<file path="src/rtl/counter_evtlog_pkg.sv">
// Shared types and helpers for the game-counter event logger.
// Record width depends on COUNTER_EVTLOG_TS_EN (timestamp field present when defined).
package counter_evtlog_pkg;

  typedef enum logic [1:0] {
    EVT_INIT = 2'b00,
    EVT_WIN  = 2'b01,
    EVT_LOSE = 2'b10,
    EVT_OVER = 2'b11
  } evt_code_e;

  typedef enum logic [1:0] {
    ST_IDLE = 2'b00,
    ST_PLAY = 2'b01,
    ST_OVER = 2'b10
  } log_state_e;

  // Record width: {code, who} plus the timestamp field when it is built.
  function automatic int evt_w(input int ts_width);
    int w;
    w = ts_width + 4;
`ifndef COUNTER_EVTLOG_TS_EN
    w = 4;
`endif
    return w;
  endfunction

endpackage

</file>
<file path="src/rtl/evt_fifo.sv">
// Single-clock synchronous FIFO. The head entry is read straight from the
// storage registers, so a push is visible one cycle after its edge and there
// is no same-cycle bypass. A push into a full FIFO is accepted only when a
// pop happens on the same edge; otherwise it is discarded (caller flags it).
module evt_fifo #(
  parameter int WIDTH = 4,
  parameter int DEPTH = 8,
  localparam int AW = $clog2(DEPTH),
  localparam int CW = AW + 1
) (
  input  logic             clk,
  input  logic             rst_l,
  input  logic             push_i,
  input  logic [WIDTH-1:0] data_i,
  input  logic             pop_i,
  output logic [WIDTH-1:0] head_o,
  output logic [CW-1:0]    count_o,
  output logic             full_o,
  output logic             empty_o
);

  localparam logic [CW-1:0] FULL_CNT = CW'(DEPTH);

  logic [WIDTH-1:0] mem_q [DEPTH];
  logic [AW-1:0]    wr_ptr_q, wr_ptr_d;
  logic [AW-1:0]    rd_ptr_q, rd_ptr_d;
  logic [CW-1:0]    count_q, count_d;
  logic             do_push, do_pop;

  assign full_o  = (count_q == FULL_CNT);
  assign empty_o = (count_q == '0);
  assign do_pop  = pop_i && !empty_o;
  assign do_push = push_i && (!full_o || do_pop);
  assign head_o  = mem_q[rd_ptr_q];
  assign count_o = count_q;

  // Pointer and occupancy next-state.
  always_comb begin
    wr_ptr_d = wr_ptr_q;
    rd_ptr_d = rd_ptr_q;
    count_d  = count_q;
    if (do_push) wr_ptr_d = wr_ptr_q + 1'b1;
    if (do_pop)  rd_ptr_d = rd_ptr_q + 1'b1;
    case ({do_push, do_pop})
      2'b10:   count_d = count_q + 1'b1;
      2'b01:   count_d = count_q - 1'b1;
      default: count_d = count_q;
    endcase
  end

  // Pointer/occupancy registers; reset empties the FIFO.
  always_ff @(posedge clk) begin
    if (rst_l) begin
      wr_ptr_q <= '0;
      rd_ptr_q <= '0;
      count_q  <= '0;
    end else begin
      wr_ptr_q <= wr_ptr_d;
      rd_ptr_q <= rd_ptr_d;
      count_q  <= count_d;
    end
  end

  // Storage array; contents need no reset because occupancy gates the head.
  always_ff @(posedge clk) begin
    if (do_push) mem_q[wr_ptr_q] <= data_i;
  end

endmodule

</file>
<file path="src/rtl/counter_event_logger.sv">
// Event logger for the up/down game counter: turns INIT/WINNER/LOSER/GAMEOVER
// into records, queues them and keeps running totals.
// Macro COUNTER_EVTLOG_TS_EN adds a timestamp (cycles since last INIT) to each record.
//
// Output handshake: evt_valid high means evt_data holds the oldest record; a
// record is consumed on each rising edge where evt_valid && evt_ready, and
// evt_data stays unchanged while evt_valid && !evt_ready.
module counter_event_logger
  import counter_evtlog_pkg::*;
#(
  parameter int COUNTER_SIZE = 4,
  parameter int FIFO_DEPTH   = 8,
  parameter int TS_WIDTH     = 16,
  localparam int EVT_W = evt_w(TS_WIDTH),
  localparam int CNT_W = $clog2(FIFO_DEPTH) + 1
) (
  input  logic                    clk,
  input  logic                    rst_l,
  input  logic                    INIT,
  input  logic                    WINNER,
  input  logic                    LOSER,
  input  logic                    GAMEOVER,
  input  logic [1:0]              WHO,
  output logic                    evt_valid,
  input  logic                    evt_ready,
  output logic [EVT_W-1:0]        evt_data,
  output logic [COUNTER_SIZE-1:0] win_total,
  output logic [COUNTER_SIZE-1:0] lose_total,
  output logic [7:0]              games_done,
  output logic [CNT_W-1:0]        fifo_count,
  output logic                    overflow,
  output logic                    proto_err,
  output log_state_e              state_o
);

  log_state_e              state_q, state_d;
  logic                    gameover_q;
  logic [COUNTER_SIZE-1:0] win_q, win_d;
  logic [COUNTER_SIZE-1:0] lose_q, lose_d;
  logic [7:0]              games_q, games_d;
  logic                    ovf_q, perr_q;

  logic                    in_play, ev_over, ev_init, ev_win, ev_lose;
  logic                    push;
  evt_code_e               code;
  logic [1:0]              who;
  logic [EVT_W-1:0]        push_data;
  logic                    fifo_full, fifo_empty, pop;

  assign in_play = (state_q == ST_PLAY);
  assign ev_over = in_play && GAMEOVER && !gameover_q;
  assign ev_init = INIT;
  assign ev_win  = in_play && WINNER;
  assign ev_lose = in_play && LOSER;

  // Arbitration: one record per cycle, OVER > INIT > WIN > LOSE.
  always_comb begin
    push = 1'b1;
    code = EVT_INIT;
    who  = 2'b00;
    if (ev_over) begin
      code = EVT_OVER;
      who  = WHO;
    end else if (ev_init) begin
      code = EVT_INIT;
    end else if (ev_win) begin
      code = EVT_WIN;
    end else if (ev_lose) begin
      code = EVT_LOSE;
    end else begin
      push = 1'b0;
    end
  end

`ifdef COUNTER_EVTLOG_TS_EN
  logic [TS_WIDTH-1:0] ts_q, ts_d;
  logic [TS_WIDTH-1:0] rec_ts;

  // Timestamp: cleared by an INIT that wins arbitration, counts in PLAY, saturates.
  always_comb begin
    ts_d = ts_q;
    if (ev_init && !ev_over)                          ts_d = '0;
    else if (in_play && (ts_q != {TS_WIDTH{1'b1}}))   ts_d = ts_q + 1'b1;
  end

  // Timestamp register.
  always_ff @(posedge clk) begin
    if (rst_l) ts_q <= '0;
    else       ts_q <= ts_d;
  end

  assign rec_ts    = (code == EVT_INIT) ? '0 : ts_q;
  assign push_data = {code, who, rec_ts};
`else
  assign push_data = {code, who};
`endif

  assign evt_valid = !fifo_empty;
  assign pop       = evt_valid && evt_ready;

  evt_fifo #(
    .WIDTH (EVT_W),
    .DEPTH (FIFO_DEPTH)
  ) u_fifo (
    .clk     (clk),
    .rst_l   (rst_l),
    .push_i  (push),
    .data_i  (push_data),
    .pop_i   (pop),
    .head_o  (evt_data),
    .count_o (fifo_count),
    .full_o  (fifo_full),
    .empty_o (fifo_empty)
  );

  // FSM next-state: IDLE waits for INIT, PLAY ends on a GAMEOVER rise,
  // OVER restarts on INIT or retires to IDLE once the queue has drained.
  always_comb begin
    state_d = state_q;
    case (state_q)
      ST_IDLE: if (INIT) state_d = ST_PLAY;
      ST_PLAY: if (ev_over) state_d = ST_OVER;
      ST_OVER: begin
        if (INIT)            state_d = ST_PLAY;
        else if (fifo_empty) state_d = ST_IDLE;
      end
      default: state_d = ST_IDLE;
    endcase
  end

  // Totals next-state: counted on every observed event, saturating; a
  // simultaneous WINNER+LOSER counts as a win only.
  always_comb begin
    win_d   = win_q;
    lose_d  = lose_q;
    games_d = games_q;
    if (ev_win && (win_q != {COUNTER_SIZE{1'b1}}))              win_d   = win_q + 1'b1;
    if (ev_lose && !WINNER && (lose_q != {COUNTER_SIZE{1'b1}})) lose_d  = lose_q + 1'b1;
    if (ev_over && (games_q != 8'hFF))                          games_d = games_q + 1'b1;
  end

  // State, edge detector, totals and sticky error flags.
  always_ff @(posedge clk) begin
    if (rst_l) begin
      state_q    <= ST_IDLE;
      gameover_q <= 1'b0;
      win_q      <= '0;
      lose_q     <= '0;
      games_q    <= '0;
      ovf_q      <= 1'b0;
      perr_q     <= 1'b0;
    end else begin
      state_q    <= state_d;
      gameover_q <= GAMEOVER;
      win_q      <= win_d;
      lose_q     <= lose_d;
      games_q    <= games_d;
      if (push && fifo_full && !pop) ovf_q  <= 1'b1;
      if (in_play && WINNER && LOSER) perr_q <= 1'b1;
    end
  end

  assign win_total  = win_q;
  assign lose_total = lose_q;
  assign games_done = games_q;
  assign overflow   = ovf_q;
  assign proto_err  = perr_q;
  assign state_o    = state_q;

endmodule
</file>
<file path="config.mk">
export PLATFORM = sky130hd
export DESIGN_NAME = counter_event_logger
export DESIGN_NICKNAME = d
export VERILOG_FILES = /design/src/rtl/counter_evtlog_pkg.sv /design/src/rtl/evt_fifo.sv /design/src/rtl/counter_event_logger.sv
export SDC_FILE = /design/constraint.sdc
export NUM_CORES = 1
export LEC_CHECK = 0
export BUFFER_PORTS_ARGS = -buffer_cell sky130_fd_sc_hd__buf_4
export CORE_MARGIN = 2
export CORE_UTILIZATION = 61
export CTS_CLUSTER_DIAMETER = 40
export CTS_CLUSTER_SIZE = 24
export DETAILED_ROUTE_END_ITERATION = 6
export PLACE_DENSITY = 0.93
export SLEW_MARGIN = 20
export SYNTH_ARGS = -nofsm -noshare
export SYNTH_HDL_FRONTEND = slang
export SYNTH_SLANG_ARGS = --single-unit
</file>
<file path="constraint.sdc">
create_clock -name clk -period 7.8 [get_ports clk]
set_input_delay 0 -clock clk [delete_from_list [all_inputs] [get_ports clk]]
set_output_delay 0 -clock clk [all_outputs]
set_load 0.05 [all_outputs]
</file>
**After elaboration in Yosys (flattened, before gate mapping)**

Memory sizes are Yosys's and may differ from the RTL's. A register that Yosys moved wholly into a read port is not among the register bits.
Index checks and enable logic that the tools add are counted.

- Eq/ne operators: 11
- Mux-type cells: 19
- Add/subtract/negate cells: 7
- Reductions and logical operators: 24

Operators by type and width:

| operator | count |
|---|---|
| 2-bit two-way mux | 9 |
| 1-bit logical AND | 14 |
| 4-bit by 1-bit adder with 4-bit output (second input constant) | 3 |
| 8-bit by 1-bit adder with 8-bit output (second input constant) | 1 |
| 4-bit inequality test (second input constant) | 2 |
| 8-bit inequality test (second input constant) | 1 |
| 4-bit case mux with 2 select lines | 1 |
| 3-bit by 1-bit adder with 3-bit output (second input constant) | 2 |
| 1-bit two-way mux | 6 |
| 3-bit two-way mux | 2 |
| 2-bit case mux with 3 select lines | 1 |
| 1-bit zero test | 5 |
| 2-bit by 1-bit == test with 1-bit output (second input constant) | 2 |
| 2-bit == test (second input constant) | 2 |
| 4-bit == test (second input constant) | 1 |
| 4-bit zero test | 1 |
| 4-bit by 1-bit subtractor with 4-bit output (second input constant) | 1 |
| 3-bit by 2-bit inequality test with 1-bit output (second input constant) | 1 |
| 3-bit AND reduction | 1 |
| 2-bit zero test | 1 |
| 2-bit by 1-bit inequality test with 1-bit output (second input constant) | 1 |
| 2-bit inequality test (second input constant) | 1 |
| 2-bit nonzero test | 1 |
| 1-bit logical OR | 1 |

- Register bits after elaboration: 31
- Logic and storage cells: 72
- RAM bits: 32
- Output and inout bits: 29
- Memories: 1
- Input port bits: 9

Memory list:

| memory | depth | bits a word | rd ports | clocked after memory_dff | wr ports | line | text |
|---|---|---|---|---|---|---|---|
| u_fifo.mem_q | 8 | 4 | 1 | 1 | 1 | evt_fifo.sv:24 | `logic [WIDTH-1:0] mem_q [DEPTH];` |

**Longest topological paths before layout**

Gate-level depths: netlist of run 1.

- Word-level depth: 9
- Mapped depth: 10
- Mapped depth without buffers: 9

**Hierarchy**

From an unflattened synthesis of run 1, not the netlist that was laid out.

- Cell total of the unflattened synthesis: 244
- Area, all modules: 2984.1 µm²

By module, submodules not included:

| module | cells each | area an instance (µm²) | times used | sequential area each (µm²) |
|---|---|---|---|---|
| evt_fifo | 131 | 1961.9 | 1 | 1221.2 |
| counter_event_logger | 113 | 1022.2 | 1 | 420.4 |

**Worst setup path before layout of run 1**

Ideal clock, no wire load.

- Path type: register to register
- From: reg u_fifo.count_q[0] (netlist: u_fifo.count_o[0])
- To: reg u_fifo.count_q[2] (netlist: u_fifo.count_o[2])
- Arrival time: 2990 ps
- Period minus slack after synthesis: 3114 ps
- Path slack: 4686 ps
- Data required time: 7677 ps
- Buffers on the path: 1
- Cell stages (with the launch flop): 11
- Setup time: 123 ps
- Cell sequence: dfxtp_1 or3_1 or2_1 buf_2 nand2_2 nor2_1 xor2_1 ha_1 or4b_2 o21ai_1 mux2_1

- Word-level cells in the longest chain between the ends: 8
- Elaborated cells on any way between the ends: 14
- Classes of those cells: 2 x add/sub; 3 x eq/ne; 1 x mux; 8 x reduce/logical

Ends and longest elaborated chain:

| item | line | text |
|---|---|---|
| start, declared | evt_fifo.sv:27 | `logic [CW-1:0] count_q, count_d;` |
| start signal, assigned | evt_fifo.sv:60 | `count_q <= count_d;` |
| 4-bit zero test (*) | evt_fifo.sv:31 | `assign empty_o = (count_q == '0);` |
| 1-bit zero test (*) | counter_event_logger.sv:98 | `assign evt_valid = !fifo_empty;` |
| via evt_valid | counter_event_logger.sv:24 | `output logic evt_valid,` |
| 1-bit logical AND | counter_event_logger.sv:99 | `assign pop = evt_valid && evt_ready;` |
| 1-bit logical AND (*) | evt_fifo.sv:32 | `assign do_pop = pop_i && !empty_o;` |
| 1-bit logical OR | evt_fifo.sv:33 | `assign do_push = push_i && (!full_o \|\| do_pop);` |
| 1-bit logical AND | evt_fifo.sv:33 |  |
| 2-bit by 1-bit == test with 1-bit output / 2-bit == test (equally long branches) | evt_fifo.sv:44 | `case ({do_push, do_pop})` |
| 4-bit case mux with 2 select lines / 2-bit nonzero test (equally long branches) | -- |  |

The timed path passes the listed nets; every way through them passes the cells marked *.
A chain may end at the register's enable or synchronous reset.

**Final worst setup path of run 1**

- From: reg state_q[0] (netlist: state_o[0])
- To: reg u_fifo.count_q[2] (netlist: u_fifo.count_o[2])

- Word-level cells in the longest chain between the ends: 9
- Elaborated cells on any way between the ends: 14
- Classes of those cells: 3 x eq/ne; 5 x mux; 6 x reduce/logical

Ends and longest elaborated chain:

| item | line | text |
|---|---|---|
| start, declared | counter_event_logger.sv:36 | `log_state_e state_q, state_d;` |
| start signal, assigned | counter_event_logger.sv:153 | `state_q <= state_d;` |
| 2-bit by 1-bit == test with 1-bit output (*) | counter_event_logger.sv:50 | `assign in_play = (state_q == ST_PLAY);` |
| 1-bit logical AND | counter_event_logger.sv:54 | `assign ev_lose = in_play && LOSER;` |
| 1-bit two-way mux | counter_event_logger.sv:68 | `end else if (ev_lose) begin` |
| 1-bit two-way mux | counter_event_logger.sv:66 | `end else if (ev_win) begin` |
| 1-bit two-way mux | counter_event_logger.sv:64 | `end else if (ev_init) begin` |
| 1-bit two-way mux (*) | counter_event_logger.sv:61 | `if (ev_over) begin` |
| 1-bit logical AND (*) | evt_fifo.sv:33 |  |
| 2-bit by 1-bit == test with 1-bit output / 2-bit == test (equally long branches) | evt_fifo.sv:44 |  |
| 4-bit case mux with 2 select lines / 2-bit nonzero test (equally long branches) | -- |  |

Every way passes the cells marked *; elsewhere a longest branch is shown, timed or not.

==> key figures, run 1 <==
Status
  – Run status: finished clean

Synth
  – Synthesized area: 0.00283 mm2
  – Top-area cell type share of the netlist area: 33.9%
  – Syn. warnings: 0
  – Synthesized netlist cell count: 235
  – Asr flop ratio synth: 0%
  – Synth top cells by count: dfxtp_1 (34), edfxtp_1 (32), nor2_1 (32)
  – Simple-gate share of the synthesized area: 16.6%
  – Synth Register Bits: 66
  – Main combinational cell family by area after synthesis: simple AND/OR/NAND/NOR gates
  – Average cell area after synthesis: 12.1 um2
  – Most common cell in the netlist: dfxtp_1
  – Dominant cells by area after synthesis: edfxtp_1 (34%), dfxtp_1 (24%), mux4_2 (6.4%), nor2_1 (4.2%), ha_1 (2.6%)
  – Syn Nets: 250
  – Area leader, netlist: edfxtp_1
  – Post-synthesis sequential area ratio: 57.9%
  – Adder-cell share of the synthesized area: 2.65%
  – Synth Area in Compound Gates: 7.28%
  – Xor/xnor share of the synthesized area: 3.71%
  – Distinct cell type count of the synthesized netlist: 47
  – Multiplexer area fraction after synthesis: 10.3%
  – Ys flop type: dfxtp_1
  – EDFF count, synth: 32

Final layout
  – Final core utilization: 76.3%
  – Nets@finish: 293
  – Layout cells sized above 1: 24.7%
  – Area grow syn2layout: 18.9%
  – Ant. Diodes: 0
  – Final Cell Area: 0.00337 mm2

Floorplanning
  – # rows: 24
  – Die Y: 72.2 um
  – Die W: 72.2 um
  – Core Region: 0.00441 mm2
  – DIE AREA: 0.00521 mm2
  – Starting Density: 64.2%
  – I/O pin total: 38

Min path
  – Min-delay worst type: input pin to flip-flop

Clock network
  – Post-cts repair resize count: 0
  – Max clock buf depth: 2
  – TritonCTS clock tree: built
  – Clock Sinks: 66
  – Clock transition at path regs: 70 ps
  – Htree depth: 3
  – Cts hold-fix bufs: 4
  – Postcts setup bufs: 0
  – Clk root buf: clkbuf_8
  – Clock Latency Late Sink: 330 ps
  – Inserted Clock Buffers: 9

Global route
  – Met1 usage: 27.3%
  – Pin count of the biggest net entering global routing: 33
  – Congestion Overflow GR: 0
  – Met3 Usage GRT: 8.61%
  – Vias in the first global route: 1,846
  – Global-route wire length before repair: 8600 um
  – Gr usage total: 22.4%
  – Busiest layer in global routing: met2
  – Initial antenna violation count: 0
  – Grt met2 use: 36.8%

Routing
  – Routed vias/inst: 5.64
  – Via count: 1,890
  – Drt first pass iters: 5
  – Drt drc: 0
  – Initial DRC count: 92
  – Avg WL per Cell: 15.8 um
  – Antenna Nets Post-Route: 0
  – DRT Wirelength: 5300 um

Critical path
  – CP max FO: 7
  – Crit path DAT: 3150 ps
  – CP endpoint kind: flip-flop
  – Data required, critical path: 8020 ps
  – WS Path Type: flip-flop to flip-flop
  – Nature of the critical path startpoint: flip-flop

Place
  – GPL Wtd Cong: 0.825
  – Placed instance area: 0.00314 mm2
  – I/O Buffers: 37
  – Dpl hpwl: 3660 um

Timing
  – Crit share post-route: 37.5%
  – RSZ-0062 raised after global routing: false
  – Final Hold Violating Endpoints: 0
  – Slew Viols, Final: 0
  – Final Setup Violations: 0
  – Skew final: 5.85 ps
  – Min Tclk post-route: 2920 ps
  – FMAX: 342 MHz
  – Worst-Margin Slew: 880 ps
  – Relative slew slack: 40.7%
  – TNS Setup: 0 ps

Power and ir drop
  – Total power: 947 uW
  – Worst vdd rail ir drop: 0.000181 V
  – Power Density: 281 mW/mm2
  – Leak: 0.00131 uW

Run
  – # Max-Cap Violations: 0
[kinds of logic (layout without fill, tap and decap cells)]
logic type                 Yosys count  after routing
AOI/OAI and AO/OA                   30             30
xor gates and xnor gates            12             12
adders and majority gates            6              6
buffers and inverters               11             59
DFF                                 66             66
muxes                               18             18
and+or+nand+nor                     92             92
[metal layers]
layer  vias to the layer above  share of wire, %
li1                        947                 -
met1                       893                45
met2                        46                50
met3                         4               4.8
met4                         0              0.68
met5                         -                 0
[layout make-up]
| class | instances | area (um2) |
|---|---|---|
| Multi-Input combinational cell | 158 | 1150 |
| Sequential cell | 66 | 1640 |
| Inverter | 2 | 7.51 |
| Fill cell | 292 | 1050 |
| Clock buffer | 13 | 149 |
| Timing Repair Buffer | 41 | 318 |
| Clock inverter | 3 | 40.0 |
| Tap cell | 52 | 65.1 |
[final timing paths]
path	startpoint	end	slack [ps]	cells past startpoint
setup / recovery	state_o[0]$_SDFFE_PP0P_	u_fifo.count_o[2]$_SDFFE_PP0P_	4880	9
hold / removal	rst_l	overflow$_SDFFE_PP0P_	50	2
setup reg to reg	state_o[0]$_SDFFE_PP0P_	u_fifo.count_o[2]$_SDFFE_PP0P_	4880	9
hold reg to reg	u_fifo.rd_ptr_q[1]$_SDFFE_PP0P_	u_fifo.rd_ptr_q[1]$_SDFFE_PP0P_	480	2
[where the power goes]
part | leakage [uW] | switching [uW] | internal [uW]
combinational | 0.000639 | 147 | 103
clock | 0.0000974 | 121 | 156
sequential | 0.000574 | 33.1 | 388
[layout by cell type, fill, tap and decap left out, drive strengths merged, types with 3 or more instances in the layout]
| master | netlist | layout |
|---|---|---|
| o21ai | 6 | 6 |
| xnor2 | 5 | 5 |
| nand3 | 12 | 12 |
| mux2 | 6 | 6 |
| nand2b | 4 | 4 |
| nand2 | 14 | 14 |
| buf | 4 | 37 |
| clkbuf | 5 | 13 |
| nand3b | 3 | 3 |
| edfxtp | 32 | 32 |
| nor3 | 8 | 8 |
| nor2b | 5 | 5 |
| mux4 | 8 | 8 |
| ha | 6 | 6 |
| or2 | 3 | 3 |
| nor2 | 32 | 32 |
| mux2i | 4 | 4 |
| a31oi | 3 | 3 |
| xor2 | 7 | 7 |
| dlygate4sd3 | 0 | 4 |
| dfxtp | 34 | 34 |
| a21oi | 10 | 10 |
[critical path: stages, from the launching register on]
cell and delay [ps]:
dfxtp_1 430, and2b_1 240, o31a_4 190, or2_0 350
nor2_1 100, xor2_1 170, ha_1 210, or4b_2 630
o21ai_1 160, mux2_1 330
[per-stage QoR]
| stage | setup WS, ps | hold slack (ps) | std cells |
|---|---|---|---|
| 3_3_place_gp | 5020 | 241 | 315 |
| 5_1_grt | 4690 | 46.1 | 335 |
| 3_5_place_dp | 4930 | 239 | 315 |
| 4_1_cts | 4910 | 30.8 | 335 |
| 2_1_floorplan | 4690 | 128 | 235 |
| 6_report | 4880 | 49.4 | 335 |
[registers in the layout, indices dropped and copies added, names as in the netlist, named ones only]
name / flops
u_fifo.mem_q: 32
state_o: 2
gameover_q: 1
u_fifo.wr_ptr_q: 3
lose_total: 4
u_fifo.rd_ptr_q: 3
overflow: 1
proto_err: 1
u_fifo.count_o: 4
win_total: 4
games_done: 8
(Power assumes the default switching activity.)
==> run 2, diff against run 1 <==
--- a/config.mk
+++ b/config.mk
@@ -7,11 +7,11 @@
 export LEC_CHECK = 0
 export BUFFER_PORTS_ARGS = -buffer_cell sky130_fd_sc_hd__buf_4
 export CORE_MARGIN = 2
-export CORE_UTILIZATION = 61
+export CORE_UTILIZATION = 51
 export CTS_CLUSTER_DIAMETER = 40
 export CTS_CLUSTER_SIZE = 24
 export DETAILED_ROUTE_END_ITERATION = 6
-export PLACE_DENSITY = 0.93
+export PLACE_DENSITY = 0.84
 export SLEW_MARGIN = 20
 export SYNTH_ARGS = -nofsm -noshare
 export SYNTH_HDL_FRONTEND = slang
==> constraint.sdc (replaced) <==
create_clock -name clk -period 2.35 [get_ports clk]
set_input_delay 0 -clock clk [delete_from_list [all_inputs] [get_ports clk]]
set_output_delay 0 -clock clk [all_outputs]
set_load 0.05 [all_outputs]
==> run 2 against run 1 <==
  * The run now ends with setup timing left
  * Total power increased to 3.4 times the previous value
  * Global-route usage decreased by 2.8 points
  * Critical path depth unchanged
  * Via count increased by 3.8%
  * Sequential power increased to 3.3 times the previous value
  * Setup slack got worse by 4900 ps
  * Sequential cell count unchanged
  * Routed wire length increased by 2.6%
  * Combinational power increased to 4.0 times the previous value
  * Cell area increased by 4.1%
  * Largest cell class unchanged
==> key figures, run 2 (synthesis gave the netlist of run 1 again) <==
Power and ir drop
  – Power Density: 908 mW/mm2 (was 281 mW/mm2)
  – Worst vdd rail ir drop: 0.000662 V (was 0.000181 V)
  – Net switching power: 1030 uW (was 301 uW)
  – Clock power frac: 25.5% (was 29.2%)
  – Sequential Power Share: 43.4% (was 44.4%)
  – Comb pwr share: 31.1% (was 26.3%)
  – Internal power: 2150 uW (was 646 uW)
  – Switch share: 32.4% (was 31.8%)
  – Leak: 0.00138 uW (was 0.00131 uW)

Final layout
  – Footprint of the multi-input gates: 0.00118 mm2 (was 0.00115 mm2)
  – Reg area: 0.00165 mm2 (was 0.00164 mm2)
  – Nets@finish: 306 (was 293)
  – Largest Register: u_fifo.mem_q (unchanged)
  – Final std cells w/o fill: 368 (was 335)
  – Area grow syn2layout: 23.8% (was 18.9%)
  – Ant. Diodes: 0 (unchanged)
  – Most common cell after layout, fill and taps aside: buf_4 (unchanged)
  – Most frequent cells in the layout: buf_4 (50), edfxtp_1 (32), nor2_1 (31), dfxtp_1 (29), nand2_1 (13) (was buf_4 (37), dfxtp_1 (34), nor2_1 (32), edfxtp_1 (32), nand2_1 (13))
  – Layout cells sized above 1: 31.8% (was 24.7%)
  – Flip-flop count of the largest register after layout: 32 (unchanged)
  – Filler cells: 403 (was 292)

Timing
  – Relative slew slack: 44.3% (was 40.7%)
  – RSZ-0062 raised after global routing: true (was false)
  – Skew final: 14.7 ps (was 5.85 ps)
  – Worst-Margin Slew: 827 ps (was 880 ps)
  – WHS: 43.2 ps (was 49.4 ps)
  – Final WS setup: -56.7 ps (was 4880 ps)
  – FMAX: 416 MHz (was 342 MHz)
  – Crit share post-route: 102% (was 37.5%)
  – Min Tclk post-route: 2410 ps (was 2920 ps)
  – Final Setup Violations: 1 (was 0)
  – TNS Setup: -56.7 ps (was 0 ps)
  – Slew Viols, Final: 0 (unchanged)
  – Final Hold Violating Endpoints: 0 (unchanged)

Clock network
  – TritonCTS clock tree: built (unchanged)
  – Clock Sinks: 66 (unchanged)
  – Htree depth: 3 (unchanged)
  – Clk root buf: clkbuf_8 (unchanged)
  – Max clock buf depth: 2 (unchanged)
  – Clock Latency Late Sink: 340 ps (was 330 ps)
  – Inserted Clock Buffers: 9 (unchanged)
  – Clock transition at path regs: 80 ps (was 70 ps)

Routing
  – Avg WL per Cell: 14.8 um (was 15.8 um)
  – DRT Wirelength: 5430 um (was 5300 um)
  – Antenna Nets Post-Route: 0 (unchanged)
  – Routed vias/inst: 5.33 (was 5.64)
  – Via count: 1,962 (was 1,890)
  – Initial DRC count: 88 (was 92)
  – Drt drc: 0 (unchanged)
  – Drt first pass iters: 4 (was 5)

Critical path
  – CP max FO: 2 (was 7)
  – Data required, critical path: 2580 ps (was 8020 ps)
  – CP endpoint kind: flip-flop (unchanged)
  – Crit path DAT: 2640 ps (was 3150 ps)
  – WS Path Type: flip-flop to flip-flop (unchanged)
  – Nature of the critical path startpoint: flip-flop (unchanged)

Place
  – Placed cell count: 348 (was 315)
  – I/O Buffers: 37 (unchanged)
  – GPL Wtd Cong: 0.757 (was 0.825)
  – Dpl ws: -118 ps (was 4930 ps)
  – Dpl hpwl: 3790 um (was 3660 um)

Status
  – Run status: finished with violations (was finished clean)
  – Failing checks: setup timing

Global route
  – Gr usage total: 19.6% (was 22.4%)
  – Initial antenna violation count: 0 (unchanged)
  – Vias in the first global route: 1,942 (was 1,846)
  – Pin count of the biggest net entering global routing: 33 (unchanged)
  – Congestion Overflow GR: 0 (unchanged)
  – Global-route wire length before repair: 9060 um (was 8600 um)

Floorplanning
  – Core Region: 0.00544 mm2 (was 0.00441 mm2)
  – # rows: 27 (was 24)
  – DIE AREA: 0.00617 mm2 (was 0.00521 mm2)
  – Starting Density: 52.1% (was 64.2%)
  – I/O pin total: 38 (unchanged)
  – Die Y: 78.5 um (was 72.2 um)
  – Die W: 78.5 um (was 72.2 um)

Run
  – # Max-Cap Violations: 0 (unchanged)

Min path
  – Min-delay worst type: input pin to flip-flop (unchanged)
-- run 2: path summary, 6_finish.rpt --
kind | start | to | slack (ps) | cells after the start
setup reg to reg | u_fifo.count_o[2]$_SDFFE_PP0P_ | u_fifo.count_o[2]$_SDFFE_PP0P_ | -60 | 9
setup / recovery | u_fifo.count_o[2]$_SDFFE_PP0P_ | u_fifo.count_o[2]$_SDFFE_PP0P_ | -60 | 9
hold / removal | rst_l | overflow$_SDFFE_PP0P_ | 40 | 2
hold reg to reg | overflow$_SDFFE_PP0P_ | overflow$_SDFFE_PP0P_ | 480 | 2
-- run 2: critical path: stages, from the launching register on --
cell and delay (ps):
dfxtp_2 330, or3_4 380, or2_4 250, nand2_4 70, nor2_2 40, xor2_1 140
ha_2 170, or4b_4 480, o21ai_2 140, mux2_4 300
-- run 2: cell type report --
type                    instances  share of cell area (%)
well taps                      72                    2.57
repair buffers                 54                    11.8
inverters                       2                   0.214
clock inverters                 3                   0.464
multi-input cells             158                    33.5
flip-flops and latches         66                    47.1
clock buffers                  13                    4.25
-- run 2: per-stage QoR --
stage	util (%)	power [uW]	cell area, um2
global placement	60.5	2340	3290
finish	64.5	3190	3510
CTS	64.5	3210	3510
floorplan	-	2100	2870
global route	64.5	3330	3510
detailed placement	60.5	2370	3290
-- run 2: repair_timing --
item | CTS | global route
endpoints found under the hold margin | 3 | 0
buffers inserted | 0 | 0
hold buffers | 4 | 0
gates resized for setup | 3 | 0
endpoints found under the setup margin | 1 | 1
pin swaps | 4 | 0
-- run 2: layer usage --
metal | vias to the layer above | wire (um) | GRT usage (%)
li1 | 973 | - | -
met4 | 0 | 72 | 10.0
met1 | 935 | 2380 | 23.8
met3 | 7 | 232 | 4.14
met2 | 47 | 2740 | 33.0
met5 | - | 0 | 0
-- run 2: power groups by stage --
stage	sequential, uW	combinational, uW	clock, uW
global route	1390	1060	880
finish	1380	992	811
CTS	1380	1000	826
global placement	1400	946	0
detailed placement	1410	961	0
floorplan	1480	620	0
==> run 3, diff against run 2 <==
--- a/config.mk
+++ b/config.mk
@@ -16,3 +16,4 @@
 export SYNTH_ARGS = -nofsm -noshare
 export SYNTH_HDL_FRONTEND = slang
 export SYNTH_SLANG_ARGS = --single-unit
+export TNS_END_PERCENT = 20
==> constraint.sdc (replaced) <==
create_clock -name clk -period 2.35 [get_ports clk]
set_input_delay 0.1175 -clock clk [delete_from_list [all_inputs] [get_ports clk]]
set_output_delay 0.1175 -clock clk [all_outputs]
set_load 0.05 [all_outputs]
==> run 3 against run 2 <==
  * The run still ends with setup timing left
  * Sequential cell count unchanged
  * Routed wire length grew 2.3%
  * Critical path type unchanged
  * Cell count decreased by 0.27%
  * Global-route usage barely moved
  * Clock-buffer cell count decreased by 3
  * Critical path depth is the same
==> key figures, run 3 (synthesis gave the netlist of run 1 again) <==
Floorplanning
  – Die W: 78.5 um (unchanged)
  – Die Y: 78.5 um (unchanged)
  – Core Region: 0.00544 mm2 (unchanged)
  – # rows: 27 (unchanged)
  – DIE AREA: 0.00617 mm2 (unchanged)
  – I/O pin total: 38 (unchanged)
  – Starting Density: 52.1% (unchanged)

Routing
  – Antenna Nets Post-Route: 0 (unchanged)
  – Routed vias/inst: 5.49 (was 5.33)
  – Initial DRC count: 86 (was 88)
  – Drt drc: 0 (unchanged)
  – Avg WL per Cell: 15.1 um (was 14.8 um)
  – Via count: 2,015 (was 1,962)
  – Drt first pass iters: 4 (unchanged)
  – DRT Wirelength: 5560 um (was 5430 um)

Global route
  – Global-route wire length before repair: 9050 um (was 9060 um)
  – Initial antenna violation count: 0 (unchanged)
  – Congestion Overflow GR: 0 (unchanged)
  – Vias in the first global route: 1,935 (was 1,942)
  – Pin count of the biggest net entering global routing: 33 (unchanged)
  – Gr usage total: 19.6% (about the same)

Critical path
  – Nature of the critical path startpoint: flip-flop (unchanged)
  – CP max FO: 2 (unchanged)
  – WS Path Type: flip-flop to flip-flop (unchanged)
  – Worst Path Buf+Inv: 0 (unchanged)
  – Max stage delay on crit path: 470 ps (was 480 ps)
  – Critical path startpoint: u_fifo.count_o[2]$_SDFFE_PP0P_ (unchanged)
  – Data required, critical path: 2590 ps (was 2580 ps)
  – Crit-path cells: or3_4, or2_4, nand2_4, nor2_2, xor2_1, ha_2, or4b_4, o21ai_2, mux2_4 (unchanged)
  – Crit path DAT: 2680 ps (was 2640 ps)
  – CP endpoint kind: flip-flop (unchanged)
  – Slowest-stage cell, CP: or4b_4 (unchanged)
  – Worst-case reg-to-reg path depth: 9 (unchanged)
  – Reg2reg start: u_fifo.count_o[2]$_SDFFE_PP0P_ (unchanged)
  – Top delay family on crit path: simple AND/OR/NAND/NOR gates (unchanged)
  – Number of cells on the critical path: 9 (unchanged)

Timing
  – WHS: 16.1 ps (was 43.2 ps)
  – Final WS setup: -94.0 ps (was -56.7 ps)
  – FMAX: 409 MHz (was 416 MHz)
  – Crit share post-route: 104% (was 102%)
  – Worst-Margin Slew: 773 ps (was 827 ps)
  – Final Setup Violations: 1 (unchanged)
  – Min Tclk post-route: 2440 ps (was 2410 ps)
  – Relative slew slack: 47.9% (was 44.3%)
  – Skew final: 8.06 ps (was 14.7 ps)
  – RSZ-0062 raised after global routing: true (unchanged)
  – Slew Viols, Final: 0 (unchanged)
  – Final Hold Violating Endpoints: 0 (unchanged)

Final layout
  – Flip-flop count of the largest register after layout: 32 (unchanged)
  – Area grow syn2layout: 24.1% (was 23.8%)
  – Nets@finish: 305 (was 306)
  – Most common cell after layout, fill and taps aside: buf_4 (unchanged)
  – Ant. Diodes: 0 (unchanged)
  – Largest Register: u_fifo.mem_q (unchanged)
  – Footprint of the multi-input gates: 0.00118 mm2 (unchanged)
  – Reg area: 0.00165 mm2 (unchanged)
  – Layout cells sized above 1: 33.6% (was 31.8%)
  – Most frequent cells in the layout: buf_4 (53), edfxtp_1 (32), nor2_1 (31), dfxtp_1 (29), nand2_1 (13) (was buf_4 (50), edfxtp_1 (32), nor2_1 (31), dfxtp_1 (29), nand2_1 (13))
  – Final Cell Area: 0.00352 mm2 (was 0.00351 mm2)
  – Filler cells: 400 (was 403)

Min path
  – HP Start: GAMEOVER (was rst_l)
  – Min-delay worst type: input pin to flip-flop (unchanged)
  – Hold Path Cell Cnt: 2 (unchanged)

Place
  – GPL Wtd Cong: 0.752 (was 0.757)
  – Placed instance area: 0.00329 mm2 (unchanged)
  – I/O Buffers: 37 (unchanged)
  – Dpl hpwl: 3880 um (was 3790 um)

Power and ir drop
  – Worst vdd rail ir drop: 0.000482 V (was 0.000662 V)
  – Power Density: 951 mW/mm2 (was 908 mW/mm2)
  – Leak: 0.00139 uW (was 0.00138 uW)

Clock network
  – Clk root buf: clkbuf_8 (unchanged)
  – Clock transition at path regs: 70 ps (was 80 ps)
  – Inserted Clock Buffers: 9 (unchanged)
  – Clock Latency Late Sink: 350 ps (was 340 ps)
  – TritonCTS clock tree: built (unchanged)
  – Htree depth: 3 (unchanged)
  – Clock Sinks: 66 (unchanged)
  – Max clock buf depth: 2 (unchanged)

Run
  – # Max-Cap Violations: 0 (unchanged)

Status
  – Failing checks: setup timing (unchanged)
  – Run status: finished with violations (unchanged)
run 3: changes by cell type in the layout (fill, tap and decap cells not counted):
cell,change
clkinv_1,+1
bufinv_16,+1
clkbuf_1,-3
inv_4,-1
dlygate4sd3_1,-4
buf_4,+3
clkinv_2,+1
clkinvlp_4,+1
run 3: repair_timing:
action | CTS | global route
gates resized for setup | 3 | 0
buffers inserted | 3 | 0
setup endpoints to repair | 1 | 1
pin swaps | 5 | 0
hold buffers | 0 | 0
run 3: metal layers:
| metal | up-vias | global-route usage [%] | part of all wire, % |
|---|---|---|---|
| li1 | 977 | - | - |
| met1 | 970 | 22.6 | 42 |
| met4 | 0 | 10.4 | 2.1 |
| met5 | - | 0 | 0 |
| met2 | 53 | 33.7 | 51 |
| met3 | 15 | 4.71 | 5.4 |
run 3: worst paths after layout:
check,end,slack (ps)
min,gameover_q$_SDFF_PP0_,20
max reg2reg,u_fifo.count_o[2]$_SDFFE_PP0P_,-90
max,u_fifo.count_o[2]$_SDFFE_PP0P_,-90
min reg2reg,proto_err$_SDFFE_PP0P_,480
run 3: layout make-up:
class / count / share of cell area, %
clock inverters: 6 / 1.60
multi-input cells: 158 / 33.4
well taps: 72 / 2.56
clock buffers: 10 / 3.91
inverters: 2 / 0.213
flip-flops and latches: 66 / 47.0
repair buffers: 53 / 11.3
run 3: per-stage QoR:
step / util, % / power (uW) / setup TNS, ps / worst slack, ps / std cells
after floorplan: - / 2100 / -315 / -315 / 235
after global placement: 60.5 / 2340 / -102 / -102 / 348
after detailed placement: 60.5 / 2380 / -153 / -153 / 348
after CTS: 64.7 / 3360 / -74.9 / -74.9 / 367
after global routing: 64.7 / 3480 / -157 / -157 / 367
final: 64.7 / 3350 / -94.0 / -94.0 / 367
run 3: where the power goes:
group	internal (uW)	total [uW]	leakage (uW)	switching (uW)
sequential	1300	1380	0.000577	83.6
combinational	470	1040	0.000712	568
clock	509	927	0.0000995	418
